`src/rtl/capture_table.sv`:
```
// capture_table: capture-tree recorder downstream of the pattern-matching VM.
// Turns OPEN/CLOSE/RESTORE/CLEAR events into a flat table of
// {name, start, end, level, parent, matched} entries. It reports the current
// capture index back to the core, mirrors the root entry, and provides an
// independent registered read port.
//
// Ports:
//   clk, rst                      clock, synchronous active-high reset
//   op_valid/op_ready/op_*        capture event handshake and payload
//   capidx, cap_len               current capture index, entries in use
//   notify_valid/notify_idx       one-cycle pulse carrying the closed index
//   root_matched, root_end        registered mirror of entry 0
//   err_overflow, err_underflow   sticky error flags (cleared by rst/CLEAR)
//   rd_en/rd_idx/rd_valid/rd_data random-access read, 1-cycle latency
//
// Optional feature macro: CAPTURE_TABLE_STATS_EN adds stat_hwm (high-water
// mark of cap_len) and stat_ops (saturating count of accepted events).
module capture_table #(
    parameter int DEPTH  = 64,
    parameter int POS_W  = 16,
    parameter int NAME_W = 8,
    parameter int IDX_W  = $clog2(DEPTH)
) (
    input  logic                                 clk,
    input  logic                                 rst,
    input  logic                                 op_valid,
    output logic                                 op_ready,
    input  logic [1:0]                           op_kind,
    input  logic [NAME_W-1:0]                    op_name,
    input  logic [POS_W-1:0]                     op_pos,
    input  logic [IDX_W-1:0]                     op_capidx,
    output logic [IDX_W-1:0]                     capidx,
    output logic [IDX_W:0]                       cap_len,
    output logic                                 notify_valid,
    output logic [IDX_W-1:0]                     notify_idx,
    output logic                                 root_matched,
    output logic [POS_W-1:0]                     root_end,
    output logic                                 err_overflow,
    output logic                                 err_underflow,
`ifdef CAPTURE_TABLE_STATS_EN
    output logic [IDX_W:0]                       stat_hwm,
    output logic [31:0]                          stat_ops,
`endif
    input  logic                                 rd_en,
    input  logic [IDX_W-1:0]                     rd_idx,
    output logic                                 rd_valid,
    output logic [NAME_W+2*POS_W+8+IDX_W+1-1:0]  rd_data
);
    localparam int RD_W = NAME_W + 2*POS_W + 8 + IDX_W + 1;
    localparam logic [1:0] K_OPEN = 2'd0, K_CLOSE = 2'd1, K_RESTORE = 2'd2, K_CLEAR = 2'd3;
    localparam logic [0:0] S_IDLE = 1'b0, S_EXEC = 1'b1;
    localparam logic [IDX_W:0] FULL = (IDX_W+1)'(DEPTH);

    // Table storage: one array per field so CLOSE touches only end/matched.
    logic [NAME_W-1:0] tbl_name_q    [DEPTH];
    logic [POS_W-1:0]  tbl_start_q   [DEPTH];
    logic [POS_W-1:0]  tbl_end_q     [DEPTH];
    logic [7:0]        tbl_level_q   [DEPTH];
    logic [IDX_W-1:0]  tbl_parent_q  [DEPTH];
    logic              tbl_matched_q [DEPTH];

    logic [0:0]        state_q, state_d;
    logic [IDX_W-1:0]  capidx_q, capidx_d;
    logic [IDX_W:0]    cap_len_q, cap_len_d;
    logic              err_ov_q, err_ov_d, err_un_q, err_un_d;
    logic              notify_valid_q, notify_valid_d;
    logic [IDX_W-1:0]  notify_idx_q, notify_idx_d;
    logic              root_matched_q, root_matched_d;
    logic [POS_W-1:0]  root_end_q, root_end_d;
    logic              rd_valid_q, rd_valid_d;
    logic [RD_W-1:0]   rd_data_q, rd_data_d;
    // Operands held across the EXEC cycle of a read-modify-write.
    logic              pend_close_q, pend_close_d;
    logic [NAME_W-1:0] pend_name_q, pend_name_d;
    logic [POS_W-1:0]  pend_pos_q, pend_pos_d;
    logic [7:0]        rmw_level_q, rmw_level_d;
    logic [IDX_W-1:0]  rmw_parent_q, rmw_parent_d;

    logic              accept, wr_open, wr_close;
    logic [IDX_W-1:0]  wr_idx, wr_parent;
    logic [NAME_W-1:0] wr_name;
    logic [POS_W-1:0]  wr_start, wr_end;
    logic [7:0]        wr_level;

    assign accept = op_valid && (state_q == S_IDLE);

    always_comb begin
        state_d        = state_q;
        capidx_d       = capidx_q;
        cap_len_d      = cap_len_q;
        err_ov_d       = err_ov_q;
        err_un_d       = err_un_q;
        notify_valid_d = 1'b0;
        notify_idx_d   = notify_idx_q;
        root_matched_d = root_matched_q;
        root_end_d     = root_end_q;
        pend_close_d   = pend_close_q;
        pend_name_d    = pend_name_q;
        pend_pos_d     = pend_pos_q;
        rmw_level_d    = rmw_level_q;
        rmw_parent_d   = rmw_parent_q;
        wr_open        = 1'b0;
        wr_close       = 1'b0;
        wr_idx         = '0;
        wr_name        = '0;
        wr_start       = '0;
        wr_end         = '0;
        wr_level       = '0;
        wr_parent      = '0;

        if (state_q == S_EXEC) begin
            state_d = S_IDLE;
            if (pend_close_q) begin
                wr_close       = 1'b1;
                wr_idx         = capidx_q;
                wr_end         = pend_pos_q;
                capidx_d       = rmw_parent_q;
                notify_valid_d = 1'b1;
                notify_idx_d   = capidx_q;
            end else begin
                wr_open   = 1'b1;
                wr_idx    = cap_len_q[IDX_W-1:0];
                wr_name   = pend_name_q;
                wr_start  = pend_pos_q;
                wr_level  = (rmw_level_q == 8'hFF) ? 8'hFF : rmw_level_q + 8'd1;
                wr_parent = capidx_q;
                capidx_d  = cap_len_q[IDX_W-1:0];
                cap_len_d = cap_len_q + (IDX_W+1)'(1);
            end
        end else if (accept) begin
            unique case (op_kind)
                K_OPEN: begin
                    if (cap_len_q == FULL) begin
                        err_ov_d = 1'b1;
                    end else if (cap_len_q == '0) begin
                        // Root capture: nothing to look up, write directly.
                        wr_open   = 1'b1;
                        wr_name   = op_name;
                        wr_start  = op_pos;
                        capidx_d  = '0;
                        cap_len_d = (IDX_W+1)'(1);
                    end else begin
                        pend_close_d = 1'b0;
                        pend_name_d  = op_name;
                        pend_pos_d   = op_pos;
                        rmw_level_d  = tbl_level_q[capidx_q];
                        state_d      = S_EXEC;
                    end
                end
                K_CLOSE: begin
                    if (cap_len_q == '0) begin
                        err_un_d = 1'b1;
                    end else begin
                        pend_close_d = 1'b1;
                        pend_pos_d   = op_pos;
                        rmw_parent_d = tbl_parent_q[capidx_q];
                        state_d      = S_EXEC;
                    end
                end
                K_RESTORE: begin
                    if ((cap_len_q != '0) && ({1'b0, op_capidx} >= cap_len_q))
                        err_un_d = 1'b1;
                    else
                        capidx_d = op_capidx;
                end
                default: begin
                    cap_len_d      = '0;
                    capidx_d       = '0;
                    err_ov_d       = 1'b0;
                    err_un_d       = 1'b0;
                    root_matched_d = 1'b0;
                end
            endcase
        end

        // Root mirror follows any write landing on entry 0 (OPEN writes end=0).
        if ((wr_open || wr_close) && (wr_idx == '0)) begin
            root_matched_d = wr_close;
            root_end_d     = wr_end;
        end

        rd_valid_d = rd_en;
        rd_data_d  = rd_data_q;
        if (rd_en) begin
            if ({1'b0, rd_idx} < cap_len_q)
                rd_data_d = {tbl_matched_q[rd_idx], tbl_parent_q[rd_idx], tbl_level_q[rd_idx],
                             tbl_end_q[rd_idx], tbl_start_q[rd_idx], tbl_name_q[rd_idx]};
            else
                rd_data_d = '0;
        end
    end

    // Table writes are suppressed under reset so an EXEC in flight is dropped.
    always_ff @(posedge clk) begin
        if (!rst) begin
            if (wr_open) begin
                tbl_name_q[wr_idx]    <= wr_name;
                tbl_start_q[wr_idx]   <= wr_start;
                tbl_end_q[wr_idx]     <= '0;
                tbl_level_q[wr_idx]   <= wr_level;
                tbl_parent_q[wr_idx]  <= wr_parent;
                tbl_matched_q[wr_idx] <= 1'b0;
            end
            if (wr_close) begin
                tbl_end_q[wr_idx]     <= wr_end;
                tbl_matched_q[wr_idx] <= 1'b1;
            end
        end
    end

    always_ff @(posedge clk) begin
        if (rst) begin
            state_q        <= S_IDLE;
            capidx_q       <= '0;
            cap_len_q      <= '0;
            err_ov_q       <= 1'b0;
            err_un_q       <= 1'b0;
            notify_valid_q <= 1'b0;
            notify_idx_q   <= '0;
            root_matched_q <= 1'b0;
            root_end_q     <= '0;
            rd_valid_q     <= 1'b0;
            rd_data_q      <= '0;
            pend_close_q   <= 1'b0;
            pend_name_q    <= '0;
            pend_pos_q     <= '0;
            rmw_level_q    <= '0;
            rmw_parent_q   <= '0;
        end else begin
            state_q        <= state_d;
            capidx_q       <= capidx_d;
            cap_len_q      <= cap_len_d;
            err_ov_q       <= err_ov_d;
            err_un_q       <= err_un_d;
            notify_valid_q <= notify_valid_d;
            notify_idx_q   <= notify_idx_d;
            root_matched_q <= root_matched_d;
            root_end_q     <= root_end_d;
            rd_valid_q     <= rd_valid_d;
            rd_data_q      <= rd_data_d;
            pend_close_q   <= pend_close_d;
            pend_name_q    <= pend_name_d;
            pend_pos_q     <= pend_pos_d;
            rmw_level_q    <= rmw_level_d;
            rmw_parent_q   <= rmw_parent_d;
        end
    end

`ifdef CAPTURE_TABLE_STATS_EN
    logic [IDX_W:0] stat_hwm_q, stat_hwm_d;
    logic [31:0]    stat_ops_q, stat_ops_d;

    always_comb begin
        stat_hwm_d = (cap_len_d > stat_hwm_q) ? cap_len_d : stat_hwm_q;
        stat_ops_d = stat_ops_q;
        if (accept && (stat_ops_q != 32'hFFFF_FFFF))
            stat_ops_d = stat_ops_q + 32'd1;
    end

    // Stats survive CLEAR; only rst zeroes them.
    always_ff @(posedge clk) begin
        if (rst) begin
            stat_hwm_q <= '0;
            stat_ops_q <= '0;
        end else begin
            stat_hwm_q <= stat_hwm_d;
            stat_ops_q <= stat_ops_d;
        end
    end

    assign stat_hwm = stat_hwm_q;
    assign stat_ops = stat_ops_q;
`endif

    assign op_ready      = (state_q == S_IDLE);
    assign capidx        = capidx_q;
    assign cap_len       = cap_len_q;
    assign notify_valid  = notify_valid_q;
    assign notify_idx    = notify_idx_q;
    assign root_matched  = root_matched_q;
    assign root_end      = root_end_q;
    assign err_overflow  = err_ov_q;
    assign err_underflow = err_un_q;
    assign rd_valid      = rd_valid_q;
    assign rd_data       = rd_data_q;
endmodule

```
`config.mk`:
```
export PLATFORM = sky130hd
export DESIGN_NAME = capture_table
export DESIGN_NICKNAME = d
export VERILOG_FILES = /design/src/rtl/capture_table.sv
export SDC_FILE = /design/constraint.sdc
export NUM_CORES = 2
export LEC_CHECK = 0
export CAP_MARGIN = 20
export CORE_ASPECT_RATIO = 1.5
export CORE_MARGIN = 4
export CORE_UTILIZATION = 24
export CTS_CLUSTER_DIAMETER = 150
export DETAILED_ROUTE_END_ITERATION = 12
export MAX_ROUTING_LAYER = met4
export PLACE_DENSITY = 0.44
export SYNTH_ARGS = -nofsm -noshare
export SYNTH_HDL_FRONTEND = slang
export SYNTH_SLANG_ARGS = --single-unit
```
`constraint.sdc`:
```
create_clock -name clk -period 5.2 [get_ports clk]
set_clock_uncertainty 0.05 [all_clocks]
set_input_delay 0.78 -clock clk [delete_from_list [all_inputs] [get_ports clk]]
set_output_delay 0.78 -clock clk [all_outputs]
set_load 0.01 [all_outputs]
```
==> run metrics <==
status finished clean; Residual DRC 0; Routed Antenna Nets 0; VDD IR max 0.000299 V; Int Power 47.7 mW; Seq/Total Area, Yosys 73.7%; combinational share of power 4.8%; WL/cell 36.4 um; sequential cell area 108000 um2; wire length of the first global-routing pass 782 mm; Setup-failing EPs final 0; EDFF count, synth 3520; CTS root buf clkbuf_16; Rel. slew slack 18.3%; TritonCTS clock tree done; Crit path required time 5.93 ns; remaining global-route overflow 0; power per standard cell area 350 nW/um2; IO Count 138; drt first-iter violations 9435; core area 610000 um2; most frequent cells in the layout edfxtp_1 (3520), mux4_2 (989), buf_4 (524), mux2i_1 (373), clkbuf_16 (364); Yosys warnings 0; Fin Hold WS 0.117 ns; RSZ-0062 raised after global routing no; Die Height 967 um; syn nets 7223; all-layer global routing usage 19.0%; cts hold-fix bufs 0; maximum clock path buffer count 4; minimum clock period after layout 4.45 ns; Synth Register Bits 3655; Non-Filler Instances 16300; CTS resizes 0; syn avg cell area 20.5 um2; Synth Cell Area 147000 um2; Post-CTS Setup Bufs 0; Reg clk slew, reported paths 0.07 ns; FMAX 225 MHz; Clk pwr share 43.1%; Post-Synth Adder-Cell Area 0.153%; Crit Path Max Fanout 32; # port buffers 137; P&R area growth vs syn 19.1%; pins over their slew limit 0; cells after synthesis 7163; Compound-Gate Fraction of Synth Area 3.87%; combinational family with the most area after synthesis multiplexers; commonest non-fill, non-tap cell in the layout edfxtp_1; max-cap violations 0; Seq pwr share 52.1%; XOR/XNOR share of the synthesized area 0.0357%; Multi-input gate area 37500 um2; Nets 7910; Psw 13.7 mW; GP Congestion 0.903; DP HPWL 405 mm; Clk Latency, worst-skew pair 0.97 ns; Main synth FF type edfxtp_1; Post-synth ARST share 0%; CP Launch Type register; htree depth 5; Die W 647 um; Sw Share 22.2%; layout cells sized above 1 30.0%; Worst Max-Slew Pin Slew 1.22 ns; vias in the first global route 82300; Fin Setup TNS 0 ns; CTS Buf Count 354; simple-gate share of the synthesized area 2.71%; via count normalized by instance count 4.99; LEAKAGE 54.4 nW; die area 626000 um2; Synth cell types 77; DP Cell Count 15600; crit end category register; Power, Total 61.4 mW; final wirelength 592 mm; crit path DAT 5.18 ns; Clock Sink Count 3655; Starting Density 24.1%; # rows 351; Hold WC Path Type in -> reg; largest net degree at the start of global routing 92; DRT Pass-1 Iters 6; # fillers 59800; multiplexer share of the synthesized area 18.0%; initial antenna violation count 44; period utilization 85.5%; final hold vios 0; vias 81200; Setup CP Type reg -> reg
state kept, by name, summed over array words and instances (netlist names), 6 cells and up:
register and cells:
rmw_parent_q 6, notify_idx 6, tbl_end_q 1024, pend_pos_q 16, pend_name_q 8, tbl_level_q 512, root_end 16, tbl_start_q 1024
cap_len 7, tbl_matched_q 64, rmw_level_q 8, rd_data 55, capidx 6, tbl_name_q 512, tbl_parent_q 384
stage by stage:
step	util (%)	instance area, um2	worst slack (ns)
3_3_place_gp	26.8	164000	0.350
5_1_grt	28.7	175000	0.635
4_1_cts	28.7	175000	0.616
6_report	28.7	175000	0.753
2_1_floorplan	-	147000	1.04
3_5_place_dp	26.8	164000	0.614
area by class of cell:
type                       instances  share of cell area [%]
sequential                      3655                    61.9
multi-input combinational       3048                    21.4
tap                             8119                    5.80
clock buffer                     430                    5.39
timing repair buffer             769                    4.27
clock inverter                   204                    1.19
inverter                          22                  0.0471
antenna                           31                  0.0443
cell families after synthesis:
logic type / after synthesis
flip-flops: 3655
multiplexers: 1400
AND/OR/NAND/NOR: 841
AO/OA/AOI/OAI: 783
buffers and inverters: 460
adder cells (fa/ha/maj): 18
XOR/XNOR: 6
cells in the mapped netlist, drive strengths merged, types with 18 or more instances:
master	instances	area, um2
nand2	232	873
a22oi	233	1750
dfxtp	135	2700
mux4	989	22300
and2	36	225
nand3	137	686
edfxtp	3520	106000
nand4	26	163
o21ai	51	255
nor2b	55	344
inv	22	82.6
nand2b	37	231
nor3	27	146
a31oi	18	113
ha	18	225
buf	267	1540
a21oi	112	564
nor4	24	150
o22a	18	158
a221o	25	250
o221ai	25	219
a22o	66	578
nor2	221	830
o22ai	93	582
a221oi	45	394
mux2i	373	3730
clkbuf	171	642
mux2	38	458
final timing paths:
check / depth (start not counted) / from / end / slack (ns)
min reg2reg: 2 / pend_name_q[7] / pend_name_q[7] / 0.41
min: 2 / rst / rd_valid / 0.12
max reg2reg: 7 / capidx[0] / rmw_level_q[2] / 0.75
max: 7 / capidx[0] / rmw_level_q[2] / 0.75
power groups by stage:
stage,registers (mW),logic (mW),clock network [mW]
after floorplan,32.6,1.45,0
after global placement,32.6,2.93,0
after detailed placement,32.6,2.94,0
after CTS,32.0,2.95,27.0
after global routing,32.0,3.00,28.1
final,32.0,2.93,26.5
routing by layer:
metal	track usage [%]	up-vias	part of all wire [%]
met5	-	-	0
met4	9.46	0	5.9
met3	2.71	943	5.7
met2	32.2	3465	51
met1	21.9	45000	37
li1	-	31800	-
critical path, cell delays in order, from the launching register on:
cell      delay (ns)
dfxtp_4         0.94
buf_12          0.34
buf_12          0.30
mux4_2          0.60
a221oi_1        0.39
nand4_1         0.54
a221oi_1        0.92
nor3_1          0.13
No activity file was read; power rests on OpenSTA's default activity.
